**src/rtl/sap_pkg.sv**
```systemverilog
// Shared constants for the SAP control path: opcodes, T-state encodings and
// the bit layout of the packed control word used by the datapath top level.
package sap_pkg;

    // Opcodes (upper nibble of IR)
    localparam logic [3:0] OP_LDA = 4'b0000;
    localparam logic [3:0] OP_ADD = 4'b0001;
    localparam logic [3:0] OP_SUB = 4'b0010;
    localparam logic [3:0] OP_OUT = 4'b1110;
    localparam logic [3:0] OP_HLT = 4'b1111;

    // One-hot T-states, bit0 = T1
    localparam logic [5:0] T1 = 6'b000001;
    localparam logic [5:0] T2 = 6'b000010;
    localparam logic [5:0] T3 = 6'b000100;
    localparam logic [5:0] T4 = 6'b001000;
    localparam logic [5:0] T5 = 6'b010000;
    localparam logic [5:0] T6 = 6'b100000;

    // Control-word bit positions
    localparam int unsigned CW_PC_INC   = 0;
    localparam int unsigned CW_PC_OUT   = 1;
    localparam int unsigned CW_MAR_LOAD = 2;
    localparam int unsigned CW_RAM_OUT  = 3;
    localparam int unsigned CW_IR_LOAD  = 4;
    localparam int unsigned CW_IR_OUT   = 5;
    localparam int unsigned CW_A_LOAD   = 6;
    localparam int unsigned CW_A_OUT    = 7;
    localparam int unsigned CW_B_LOAD   = 8;
    localparam int unsigned CW_ALU_SUB  = 9;
    localparam int unsigned CW_ALU_OUT  = 10;
    localparam int unsigned CW_OUT_LOAD = 11;
    localparam int unsigned CW_W        = 12;

    typedef logic [CW_W-1:0] ctrl_word_t;

endpackage

```
**src/rtl/sap_ring_counter.sv**
```systemverilog
// Six-state one-hot ring counter. Reset lands on T1; halt_clr empties the ring
// so no T-state (and therefore no control) is active while the machine is halted.
module sap_ring_counter
    import sap_pkg::*;
(
    input  logic       clk,
    input  logic       rst,
    input  logic       advance,
    input  logic       halt_clr,
    output logic [5:0] ring
);

    logic [5:0] ring_q;

    // Ring register: reset beats halt, halt beats advance.
    always_ff @(posedge clk) begin
        if (rst) begin
            ring_q <= T1;
        end else if (halt_clr) begin
            ring_q <= 6'b000000;
        end else if (advance) begin
            ring_q <= {ring_q[4:0], ring_q[5]};
        end
    end

    assign ring = ring_q;

endmodule

```
**src/rtl/sap_control_sequencer.sv**
```systemverilog
// SAP control sequencer: T-state ring plus opcode decode into the per-cycle
// control word, and the machine-wide halted flag.
module sap_control_sequencer
    import sap_pkg::*;
#(
    parameter int unsigned OPCODE_W = 4
) (
    input  logic                clk,
    input  logic                rst,
    input  logic                run,
    input  logic                step,
    input  logic [OPCODE_W-1:0] opcode,
    output logic [5:0]          t_state,
    output logic                pc_inc,
    output logic                pc_out,
    output logic                mar_load,
    output logic                ram_out,
    output logic                ir_load,
    output logic                ir_out,
    output logic                a_load,
    output logic                a_out,
    output logic                b_load,
    output logic                alu_sub,
    output logic                alu_out,
    output logic                out_load,
    output logic                halted
);

    logic       advance;
    logic       halt_entry;
    logic       halted_q;
    logic [3:0] op;
    logic [5:0] ring;
    ctrl_word_t cw;

    assign advance    = run | step;
    assign op         = opcode[3:0];
    // HLT waits in T4 until the next advancing edge, then freezes the machine.
    assign halt_entry = advance & (ring == T4) & (op == OP_HLT) & ~halted_q;

    sap_ring_counter u_ring (
        .clk      (clk),
        .rst      (rst),
        .advance  (advance),
        .halt_clr (halt_entry),
        .ring     (ring)
    );

    // Halted flag: set on HALT entry, cleared only by reset.
    always_ff @(posedge clk) begin
        if (rst) begin
            halted_q <= 1'b0;
        end else if (halt_entry) begin
            halted_q <= 1'b1;
        end
    end

    // Control decode from T-state and opcode; reset and halt force all zero.
    always_comb begin
        cw = '0;
        case (ring)
            T1: begin
                cw[CW_PC_OUT]   = 1'b1;
                cw[CW_MAR_LOAD] = 1'b1;
            end
            T2: cw[CW_PC_INC] = 1'b1;
            T3: begin
                cw[CW_RAM_OUT] = 1'b1;
                cw[CW_IR_LOAD] = 1'b1;
            end
            T4: begin
                case (op)
                    OP_LDA, OP_ADD, OP_SUB: begin
                        cw[CW_IR_OUT]   = 1'b1;
                        cw[CW_MAR_LOAD] = 1'b1;
                    end
                    OP_OUT: begin
                        cw[CW_A_OUT]    = 1'b1;
                        cw[CW_OUT_LOAD] = 1'b1;
                    end
                    default: ;
                endcase
            end
            T5: begin
                case (op)
                    OP_LDA: begin
                        cw[CW_RAM_OUT] = 1'b1;
                        cw[CW_A_LOAD]  = 1'b1;
                    end
                    OP_ADD, OP_SUB: begin
                        cw[CW_RAM_OUT] = 1'b1;
                        cw[CW_B_LOAD]  = 1'b1;
                    end
                    default: ;
                endcase
            end
            T6: begin
                case (op)
                    OP_ADD: begin
                        cw[CW_ALU_OUT] = 1'b1;
                        cw[CW_A_LOAD]  = 1'b1;
                    end
                    OP_SUB: begin
                        cw[CW_ALU_OUT] = 1'b1;
                        cw[CW_A_LOAD]  = 1'b1;
                        cw[CW_ALU_SUB] = 1'b1;
                    end
                    default: ;
                endcase
            end
            default: ;
        endcase
        if (rst || halted_q) begin
            cw = '0;
        end
    end

    assign t_state  = ring;
    assign halted   = halted_q;
    assign pc_inc   = cw[CW_PC_INC];
    assign pc_out   = cw[CW_PC_OUT];
    assign mar_load = cw[CW_MAR_LOAD];
    assign ram_out  = cw[CW_RAM_OUT];
    assign ir_load  = cw[CW_IR_LOAD];
    assign ir_out   = cw[CW_IR_OUT];
    assign a_load   = cw[CW_A_LOAD];
    assign a_out    = cw[CW_A_OUT];
    assign b_load   = cw[CW_B_LOAD];
    assign alu_sub  = cw[CW_ALU_SUB];
    assign alu_out  = cw[CW_ALU_OUT];
    assign out_load = cw[CW_OUT_LOAD];

endmodule

```
**config.mk**
```make
export PLATFORM = sky130hd
export DESIGN_NAME = sap_control_sequencer
export DESIGN_NICKNAME = d
export VERILOG_FILES = /design/src/rtl/sap_pkg.sv /design/src/rtl/sap_ring_counter.sv /design/src/rtl/sap_control_sequencer.sv
export SDC_FILE = /design/constraint.sdc
export NUM_CORES = 1
export LEC_CHECK = 0
export CAP_MARGIN = 10
export CORE_MARGIN = 2
export CORE_UTILIZATION = 37
export CTS_CLUSTER_SIZE = 20
export DETAILED_ROUTE_END_ITERATION = 8
export MAX_ROUTING_LAYER = met4
export PLACE_DENSITY_LB_ADDON = 0.12
export SYNTH_ARGS = -nofsm -noshare
export SYNTH_HDL_FRONTEND = slang
export SYNTH_SLANG_ARGS = --single-unit
```
**constraint.sdc**
```tcl
create_clock -name clk -period 2.3 [get_ports clk]
set_clock_uncertainty 0.15 [all_clocks]
set_input_delay 0.46 -clock clk [delete_from_list [all_inputs] [get_ports clk]]
set_output_delay 0.46 -clock clk [all_outputs]
set_load 0.01 [all_outputs]
```
==> summary.txt <==
status: complete, no violations
DRT Wirelength: 1720 microns
pwr dens: 351 nW/um^2
largest stage delay on the critical path: 0.31 ns
hold_sp: u_ring.ring[5]$_SDFFE_PP0N_
dpl ws: -0.527 ns
distinct cell type count after synthesis: 32
hold crit path type: flip-flop to flip-flop
vias per cell: 5.25
critical path type: input pin to output pin
total track usage: 22.0%
CTS buffer count: 3
WP depth: 5
Worst-Margin Slew: 0.406 ns
antenna fix cells: 0
Max Root-Sink Buffers: 2
DRC: 0
Seq/Total Area, Yosys: 27.5%
I/O Buffers: 26
most common cell after layout, fill and taps aside: buf_4
relative slew slack: 72.9%
row cnt: 13
P_leak: 0.000431 uW
Worst-Skew Late Latency: 0.25 ns
1st-iter DRT viols: 3
Worst-path clk slew: 0.05 ns
# H-tree levels: 1
YS warnings: 0
flops & latches, synth: 7
max cap viols: 0
CTS Hold Bufs: 0
# setup viols final: 0
RR Startpoint: u_ring.ring[2]$_SDFFE_PP0N_
reg-to-reg critical path endpoint: u_ring.ring[4]$_SDFFE_PP0N_
Final Hold Fails: 0
synthesized area: 510 sq um
WL/cell: 13.2 microns
Post-layout nets: 124
internal reg-to-reg setup slack: 0.70 ns
core area: 1300 sq um
max-slew violation count: 0
number of global-route vias before repair: 578
Critical Path End Type: output pin
Die Wd: 41.1 microns
crit share post-route: 99.9%
delay-heaviest family, CP: buffers and inverters
Top-Level Pins: 27
hold worst-path end: u_ring.ring[5]$_SDFFE_PP0N_
unrepaired setup endpoints after global routing: true
minimum clock period: 2.30 ns
routability cong.: 0.709
global route total overflow: 0
Filler Cell Count: 103
FF-to-FF path depth: 4
Crit path arrival time: 1.69 ns
buffers and inverters on the worst path: 3
hold depth: 2
CTS tree: done
most frequent cells in the layout: buf_4 (20), clkdlybuf4s50_1 (9), dlygate4sd2_1 (8)
Final Util: 75.0%
CTS root buffer: clkbuf_4
layout cells sized above 1: 38.3%
setup TNS: 0 ns
Routed Antenna Nets: 0
synthesis-to-finish area growth: 91.2%
FF+latch area: 141 sq um
die area: 1690 sq um
critical path launch point: rst
Synth Area per Inst: 7.62 sq um
Req. time, crit path: 1.69 ns
synthesized net count: 75
initial antenna violation count: 0
Pwr Total: 343 uW
crit path max-delay cell type: nor4b_2
drt pass-1 iters: 4
Initial Util: 39.2%
Syn Inst Count: 67
clock sink count: 7
Multi-input gate area: 412 sq um
CP startpoint kind: input pin
dpl hpwl: 1250 microns
first-pass GRT wire length: 2400 microns
largest net degree at the start of global routing: 8
FMAX: 0.435 GHz
VDD IR-drop max: 0.313 mV
Die H: 41.1 microns
ordered cell list for the critical path: dlygate4sd2_1, or2_4, buf_4, nor4b_2, clkbuf_2
vias: 682
CP max FO: 4
setup ws final: 0.00323 ns
[cell type report]
type | count | share of cell area [%]
repair buffers | 46 | 38.3
multi-input cells | 57 | 42.2
flip-flops and latches | 7 | 14.5
inverters | 1 | 0.385
clock buffers | 4 | 2.69
well taps | 15 | 1.92
[through the flow]
step	std cells	cell area (sq um)	hold WS (ns)
after floorplan	67	510	0.360
after global placement	124	913	0.375
after detailed placement	124	913	0.403
after CTS	129	953	0.409
after global routing	130	976	0.385
final	130	976	0.360
[tightest hold or removal path, delay by kind of cell (launching register included)]
family | cells | cell delay (ns)
flip-flops | 1 | 0.35
AO/OA/AOI/OAI | 1 | 0.05
AND/OR/NAND/NOR | 1 | 0.06
[cell families after synthesis]
| group | synth area share (%) |
|---|---|
| flip-flops | 27.5 |
| AO/OA/AOI/OAI | 19.1 |
| multiplexers | 2.21 |
| AND/OR/NAND/NOR | 48.3 |
| buffers and inverters | 2.94 |
[worst max path at each step]
stage,end,slack [ns]
floorplan,out_load,0.03
detailed placement,mar_load,-0.53
finish,a_out,0.003
global placement,mar_load,-0.50
global route,alu_out,-0.03
CTS,a_out,-0.007
[cells in the mapped netlist]
cell      n  area share, %
nor4_4    1            4.2
a2bb2o_1  1            2.0
nor2b_1   3            3.7
nand3_1   2            2.0
and3b_1   1            1.7
o21ai_0   5            4.9
o21ai_1   1           0.98
nand3b_1  1            1.5
o21bai_1  1            1.5
nor3_1    1           0.98
nor4b_1   1            1.7
mux2_1    1            2.2
or3_1     2            2.5
or2_1     2            2.5
inv_1     1           0.73
dfxtp_1   7             27
nor3b_1   2            2.9
nand2b_1  1            1.2
and2_1    1            1.2
o31ai_1   1            1.5
nor2_1    8            5.9
o311a_1   1            2.0
clkbuf_1  1           0.73
nand4_2   1            2.5
and4bb_1  1            2.5
nor4_2    1            2.5
buf_4     1            1.5
nor4_1    1            1.2
nand4_1   1            1.2
nand2_1   9            6.6
o211ai_1  1            1.5
a21oi_1   5            4.9
[flip-flops by register name, indices dropped and copies added (netlist names)]
register,flops
halted,1
u_ring.ring,6
[per-layer routing]
metal | global-route usage, % | routed length, microns | vias to the layer above
met1 | 25.0 | 736 | 319
li1 | - | - | 344
met5 | - | 0 | -
met2 | 40.2 | 919 | 19
met4 | 7.26 | 0 | 0
met3 | 1.63 | 61 | 0
[where the power goes]
group / leakage (uW) / internal [uW] / switching [uW]
clock network: 0.0000150 / 66.1 / 44.4
registers: 0.0000577 / 126 / 4.92
logic: 0.000358 / 54.5 / 47.1
total: 0.000431 / 246 / 96.4
[what timing repair did]
item	4_1_cts	5_1_grt
pin swaps	4	2
setup buffers	1	1
setup endpoints to repair	12	9
gates resized for setup	32	16
Note: power is estimated with default switching activity, not from simulation.
